## src/rtl/iq_stream_packer.sv

```systemverilog
`default_nettype none
// ============================================================================
// Module      : iq_stream_packer
// Description : Packs wide signed I/Q filter samples into a narrow host bus.
//               Each sample is truncated to OUT_W bits (sign kept, GUARD bits
//               below the sign discarded). The truncated pairs are buffered in
//               a 2**DEPTH_LOG2 pair FIFO. They are then handed to the host
//               as two words, I first and then Q. Each word uses a
//               DATA_RDY / DATA_ACK (active-low) four-phase handshake. The
//               host can throttle the transfer with FLAG_F (active-low
//               "host FIFO full").
//
// Ports       : CIC_CLK   in   1             sole clock, rising edge
//               RST       in   1             synchronous active-high reset
//               IN_I      in   IN_W          signed I sample
//               IN_Q      in   IN_W          signed Q sample
//               IN_VLD    in   1             strobe qualifying IN_I/IN_Q
//               OUT       out  OUT_W         word presented to the host
//               DATA_RDY  out  1             OUT is valid
//               DATA_ACK  in   1             active-low host read strobe
//               FLAG_F    in   1             active-low host-FIFO-full flag
//               FIFO_LVL  out  DEPTH_LOG2+1  number of stored pairs
//               OVF_CNT   out  16            dropped pairs, saturating
//
// Build option: IQ_PACK_SAT_EN - when defined, truncation saturates to the
//               most positive / most negative OUT_W value when a discarded
//               guard bit disagrees with the sign. When undefined, the
//               plain bit selection wraps silently.
//
// Revision    : 1.0 - initial release
// ============================================================================
module iq_stream_packer #(
    parameter int IN_W       = 34,
    parameter int OUT_W      = 16,
    parameter int GUARD      = 2,
    parameter int DEPTH_LOG2 = 3
) (
    input  logic                  CIC_CLK,
    input  logic                  RST,
    input  logic [IN_W-1:0]       IN_I,
    input  logic [IN_W-1:0]       IN_Q,
    input  logic                  IN_VLD,
    output logic [OUT_W-1:0]      OUT,
    output logic                  DATA_RDY,
    input  logic                  DATA_ACK,
    input  logic                  FLAG_F,
    output logic [DEPTH_LOG2:0]   FIFO_LVL,
    output logic [15:0]           OVF_CNT
);

    // ------------------------------------------------------------------------
    // Constants
    // ------------------------------------------------------------------------
    localparam int                c_DEPTH = 1 << DEPTH_LOG2;
    localparam logic [DEPTH_LOG2:0] c_FULL = (DEPTH_LOG2+1)'(c_DEPTH);
    localparam logic [DEPTH_LOG2:0] c_ONE  = (DEPTH_LOG2+1)'(1);

    // Host handshake states
    localparam logic [2:0] c_ST_IDLE   = 3'd0;
    localparam logic [2:0] c_ST_SEND_I = 3'd1;
    localparam logic [2:0] c_ST_REL_I  = 3'd2;
    localparam logic [2:0] c_ST_SEND_Q = 3'd3;
    localparam logic [2:0] c_ST_REL_Q  = 3'd4;

    // ------------------------------------------------------------------------
    // Truncation: keep the sign, skip GUARD bits under it, keep the next
    // OUT_W-1 bits. With saturation enabled, a guard bit that disagrees
    // with the sign means the value does not fit. It is then clamped
    // towards the sign.
    // ------------------------------------------------------------------------
    function automatic logic [OUT_W-1:0] f_trunc(input logic [IN_W-1:0] s);
        logic [OUT_W-1:0] v;
        v = {s[IN_W-1], s[IN_W-2-GUARD -: OUT_W-1]};
`ifdef IQ_PACK_SAT_EN
        if (s[IN_W-2 -: GUARD] != {GUARD{s[IN_W-1]}}) begin
            v = {s[IN_W-1], {(OUT_W-1){~s[IN_W-1]}}};
        end
`endif
        return v;
    endfunction

    logic [OUT_W-1:0]   w_i_tr;
    logic [OUT_W-1:0]   w_q_tr;
    logic               w_unused;

    assign w_i_tr   = f_trunc(IN_I);
    assign w_q_tr   = f_trunc(IN_Q);
    // Only a slice of every sample reaches the output; the rest is
    // intentionally ignored.
    assign w_unused = ^{IN_I, IN_Q};

    // ------------------------------------------------------------------------
    // Pair FIFO. Each entry is {I, Q}. The storage is not reset because the
    // pointers and the level fully define which entries are valid.
    // ------------------------------------------------------------------------
    logic [2*OUT_W-1:0]     r_mem [0:c_DEPTH-1];
    logic [DEPTH_LOG2-1:0]  r_wr_ptr;
    logic [DEPTH_LOG2-1:0]  r_rd_ptr;
    logic [DEPTH_LOG2:0]    r_lvl;
    logic [15:0]            r_ovf;

    logic [2:0]             r_state;
    logic [OUT_W-1:0]       r_out;
    logic                   r_rdy;
    logic [OUT_W-1:0]       r_q_hold;

    logic                   w_full;
    logic                   w_pop;
    logic                   w_wr;
    logic                   w_drop;
    logic [2*OUT_W-1:0]     w_rd_data;

    assign w_full    = (r_lvl == c_FULL);
    // A pair leaves the FIFO only when the handshake is idle and the host
    // can take data.
    assign w_pop     = (r_state == c_ST_IDLE) && (r_lvl != '0) && FLAG_F;
    // A pop on the same edge frees a slot, so a full FIFO still accepts.
    assign w_wr      = IN_VLD && (!w_full || w_pop);
    assign w_drop    = IN_VLD && w_full && !w_pop;
    assign w_rd_data = r_mem[r_rd_ptr];

    always_ff @(posedge CIC_CLK) begin
        if (w_wr && !RST) begin
            r_mem[r_wr_ptr] <= {w_i_tr, w_q_tr};
        end
    end

    // Pointers are DEPTH_LOG2 wide, so they wrap modulo the depth on their
    // own.
    always_ff @(posedge CIC_CLK) begin
        if (RST) begin
            r_wr_ptr <= '0;
            r_rd_ptr <= '0;
            r_lvl    <= '0;
            r_ovf    <= '0;
        end else begin
            if (w_wr) begin
                r_wr_ptr <= r_wr_ptr + 1'b1;
            end
            if (w_pop) begin
                r_rd_ptr <= r_rd_ptr + 1'b1;
            end
            case ({w_wr, w_pop})
                2'b10:   r_lvl <= r_lvl + c_ONE;
                2'b01:   r_lvl <= r_lvl - c_ONE;
                default: r_lvl <= r_lvl;
            endcase
            if (w_drop && (r_ovf != 16'hFFFF)) begin
                r_ovf <= r_ovf + 16'd1;
            end
        end
    end

    // ------------------------------------------------------------------------
    // Host handshake. OUT is loaded only in IDLE (on a pop) and in REL_I
    // (Q word). DATA_RDY is low in both places, so OUT never moves while
    // DATA_RDY is high. Q is held aside on the pop, so a pair is always
    // delivered as a unit.
    // ------------------------------------------------------------------------
    always_ff @(posedge CIC_CLK) begin
        if (RST) begin
            r_state  <= c_ST_IDLE;
            r_out    <= '0;
            r_rdy    <= 1'b0;
            r_q_hold <= '0;
        end else begin
            case (r_state)
                c_ST_IDLE: begin
                    if (w_pop) begin
                        r_out    <= w_rd_data[2*OUT_W-1:OUT_W];
                        r_q_hold <= w_rd_data[OUT_W-1:0];
                        r_rdy    <= 1'b1;
                        r_state  <= c_ST_SEND_I;
                    end
                end
                c_ST_SEND_I, c_ST_SEND_Q: begin
                    // An ACK counts only against a word the host could
                    // actually see, so a throttled (RDY low) word is not
                    // consumed by an ACK arriving together with FLAG_F low.
                    if (!DATA_ACK && r_rdy) begin
                        r_rdy   <= 1'b0;
                        r_state <= (r_state == c_ST_SEND_I) ? c_ST_REL_I
                                                            : c_ST_REL_Q;
                    end else if (!FLAG_F) begin
                        r_rdy <= 1'b0;
                    end else begin
                        r_rdy <= 1'b1;
                    end
                end
                c_ST_REL_I: begin
                    if (DATA_ACK) begin
                        r_out   <= r_q_hold;
                        r_rdy   <= 1'b1;
                        r_state <= c_ST_SEND_Q;
                    end
                end
                c_ST_REL_Q: begin
                    if (DATA_ACK) begin
                        r_state <= c_ST_IDLE;
                    end
                end
                default: begin
                    r_state <= c_ST_IDLE;
                    r_rdy   <= 1'b0;
                end
            endcase
        end
    end

    assign OUT      = r_out;
    assign DATA_RDY = r_rdy;
    assign FIFO_LVL = r_lvl;
    assign OVF_CNT  = r_ovf;

endmodule
`default_nettype wire

```

## config.mk

```make
export PLATFORM = sky130hd
export DESIGN_NAME = iq_stream_packer
export DESIGN_NICKNAME = d
export VERILOG_FILES = /design/src/rtl/iq_stream_packer.sv
export SDC_FILE = /design/constraint.sdc
export NUM_CORES = 1
export LEC_CHECK = 0
export ABC_AREA = 1
export BUFFER_PORTS_ARGS = -buffer_cell sky130_fd_sc_hd__buf_2
export CORE_MARGIN = 1
export CORE_UTILIZATION = 64
export CTS_CLUSTER_DIAMETER = 30
export CTS_CLUSTER_SIZE = 12
export DETAILED_ROUTE_END_ITERATION = 6
export PLACE_DENSITY = 0.83
export SETUP_SLACK_MARGIN = 0.3
export SYNTH_ARGS = -nofsm -noshare
export SYNTH_HDL_FRONTEND = slang
export SYNTH_SLANG_ARGS = --single-unit
```

## constraint.sdc

```tcl
create_clock -name CIC_CLK -period 11.6 [get_ports CIC_CLK]
set_input_delay 1.74 -clock CIC_CLK [delete_from_list [all_inputs] [get_ports CIC_CLK]]
set_output_delay 1.74 -clock CIC_CLK [all_outputs]
set_load 0.05 [all_outputs]
```

==> impl_metrics.py <==
metrics = {
    "global_route": {
        "grtUsageMet1": 0.365,
        "use_met2": 0.494,
        "grtUsageMet3": 0.0605,
        "grt-busiest-layer": "met2",
        "grt_overflow": 0,
        "grt_pass1_vias": 8842,
        "antenna_found_initial": 0,
        "grtUsageTotal": 0.292,
        "grt_max_degree": 95,
        "grt_pass1_wl_um": 45500,
    },
    "cts": {
        "hold_buffers": 0,
        "clock_tree.buffer_depth": 3,
        "cts.clk_slew.worst_paths_ns": 0.05,
        "htree_levels": 2,
        "cts_tree": "built",
        "cts_setup_buffers": 0,
        "cts_resized": 0,
        "cts_buffers": 50,
        "clock_latency_ns": 0.54,
        "cts-root-buf": "clkbuf_16",
        "cts_sinks": 321,
    },
    "sta": {
        "timing.final.crit_period_ns": 3.66,
        "skew_ns": 0.0164,
        "fmax_ghz": 0.274,
        "fin_crit_sh": 0.315,
        "hold_viol": 0,
        "setup_violations": 0,
        "setup_tns_ns": 0,
        "whs_ns": 0.457,
        "drv_slew": 0,
        "slew_headroom": 0.241,
        "rsz0062_at_grt": "no",
        "tightest_slew_ns": 1.14,
    },
    "floorplanning": {
        "fp.dieW_um": 145,
        "core_um2": 19700,
        "start_util": 0.661,
        "top_level_ports": 110,
        "die-height_um": 145,
        "die_area_um2": 21000,
        "rows": 51,
    },
    "worst_setup_path": {
        "endpoint_kind": "flip-flop",
        "startpoint_type": "primary input",
        "crit_path_max_fanout": 23,
        "arrival_ns": 3.85,
        "rrSetupSlack_ns": 8.47,
        "crit_type": "in2reg",
        "cp.required_ns": 11.79,
    },
    "placed_design": {
        "routabilityCongestion": 0.826,
        "dpl-instance-area_um2": 13600,
        "dp_cells": 1459,
        "port_buffers": 73,
        "post-dp-hpwl_um": 15100,
    },
    "logic_synthesis": {
        "synth.most_common_cell": "edfxtp_1",
        "synth-seq-cells": 321,
        "ys_seq_area_frac": 0.689,
        "syn_area_um2": 13000,
        "synth_edf_count": 256,
        "async_flop_share": 0,
        "synth_top_area_share": 0.589,
        "netlist_instances": 1172,
        "avgSynthCellArea_um2": 11.1,
        "yosysWarningCount": 0,
        "syn_nets": 1249,
        "synth_area_leader_cell": "edfxtp_1",
        "yosys_most_used_dff": "edfxtp_1",
        "synth_common_cells": "edfxtp_1 (256), nand2_1 (196), nor2_1 (166), nand3_1 (113), o21ai_0 (109)",
        "synthDistinctLibCells": 38,
        "yosys-top-cells-area": "edfxtp_1 (59%), dfxtp_1 (10%), nand2_1 (5.6%), nor2_1 (4.8%), nand3_1 (4.3%)",
    },
    "final_layout": {
        "drive_gt1_frac": 0.171,
        "fillerInstances": 1046,
        "area_growth_pct": 18.4,
        "final_cells": 1553,
        "finalInstanceArea_um2": 15400,
        "nNetsFinal": 1323,
    },
    "status": {
        "status": "complete, no violations",
    },
    "pwr": {
        "peakVddDrop_uv": 129,
        "p_leak_nw": 5.58,
        "power.density_nw_per_um2": 253,
    },
    "route": {
        "drt_iter0_drc": 855,
        "drcViolationCount": 0,
        "wire_per_inst_um": 19.0,
        "vias_per_cell": 5.96,
        "drtAntennaViolNets": 0,
        "num_vias": 9253,
        "dr.pass1.iters": 5,
        "wirelength_um": 29500,
    },
    "flow_run": {
        "drv_cap": 0,
    },
    "min_path": {
        "hold_class": "reg2reg",
    },
}
## metrics by stage
step / power [mW] / setup slack (ns) / util
3_5_place_dp: 2.27 / 7.45 / 0.688
4_1_cts: 3.90 / 7.96 / 0.783
2_1_floorplan: 2.08 / 6.67 / -
6_report: 3.90 / 7.94 / 0.783
3_3_place_gp: 2.24 / 7.43 / 0.688
5_1_grt: 4.07 / 7.78 / 0.783
## cells in the final DEF, fill, tap and decap left out, types with 6 or more instances in the layout
master	synthesis	routed
a21oi_1	49	49
buf_2	22	73
buf_4	10	14
bufinv_16	0	10
clkbuf_1	27	6
clkbuf_16	0	55
dfxtp_1	65	63
edfxtp_1	256	256
inv_1	33	32
inv_6	0	7
nand2_1	196	196
nand3_1	113	113
nor2_1	166	162
nor2_4	2	6
nor3_1	13	9
o211ai_1	29	29
o21ai_0	109	109
o221ai_1	9	9
or2_2	11	11
xor2_1	6	6
## power breakdown
group          internal, mW  switching (mW)  leakage (nW)  total, mW
clock network          1.10           0.521         0.904       1.62
logic                 0.235           0.646          1.83      0.882
registers              1.33          0.0714          2.84       1.40
## cell type report
cell class / count / area, um^2 / area share
inverter: 42 / 166 / 0.0108
clock inverter: 29 / 440 / 0.0285
antenna: 2 / 5.00 / 0.000324
clock buffer: 63 / 1430 / 0.0924
sequential: 321 / 8990 / 0.583
multi-input combinational: 744 / 3600 / 0.233
timing repair buffer: 87 / 470 / 0.0305
tap: 265 / 332 / 0.0215
## per-layer routing
layer | routed length [um] | up-vias | part of all wire
li1 | - | 4294 | -
met1 | 11600 | 4421 | 0.39
met2 | 14700 | 452 | 0.50
met3 | 2420 | 86 | 0.082
met4 | 852 | 0 | 0.029
met5 | 0 | - | 0
## worst paths after layout
| check | startpoint | to | depth (start not counted) |
|---|---|---|---|
| worst min-delay path | OUT[3] | OUT[3] | 2 |
| worst max-delay path | FLAG_F | r_mem[4][17] | 8 |
| worst max register to register | r_state[1] | r_mem[4][17] | 8 |
| worst min register to register | OUT[3] | OUT[3] | 2 |
## critical path, cell delays in order
cell and delay (ns):
buf_2 0.12, nand3_2 0.12, a21oi_2 0.25, inv_2 0.09, nor2_2 0.15, inv_2 0.09
nor3_2 0.74, buf_4 0.52
## state kept, by name, indices dropped and copies added (netlist names), named ones only
signal	count
r_wr_ptr	3
r_rd_ptr	3
OUT	16
DATA_RDY	1
r_mem	256
OVF_CNT	16
r_state	3
FIFO_LVL	4
r_q_hold	16
## cells by family after synthesis
family / count (synthesis) / synth area share
flip-flops: 321 / 0.689
AO/OA/AOI/OAI: 209 / 0.0897
buffers and inverters: 107 / 0.0389
adder cells (fa/ha/maj): 4 / 0.00384
XOR/XNOR: 9 / 0.00604
AND/OR/NAND/NOR: 522 / 0.172
Power figures use the tool's default switching activity.
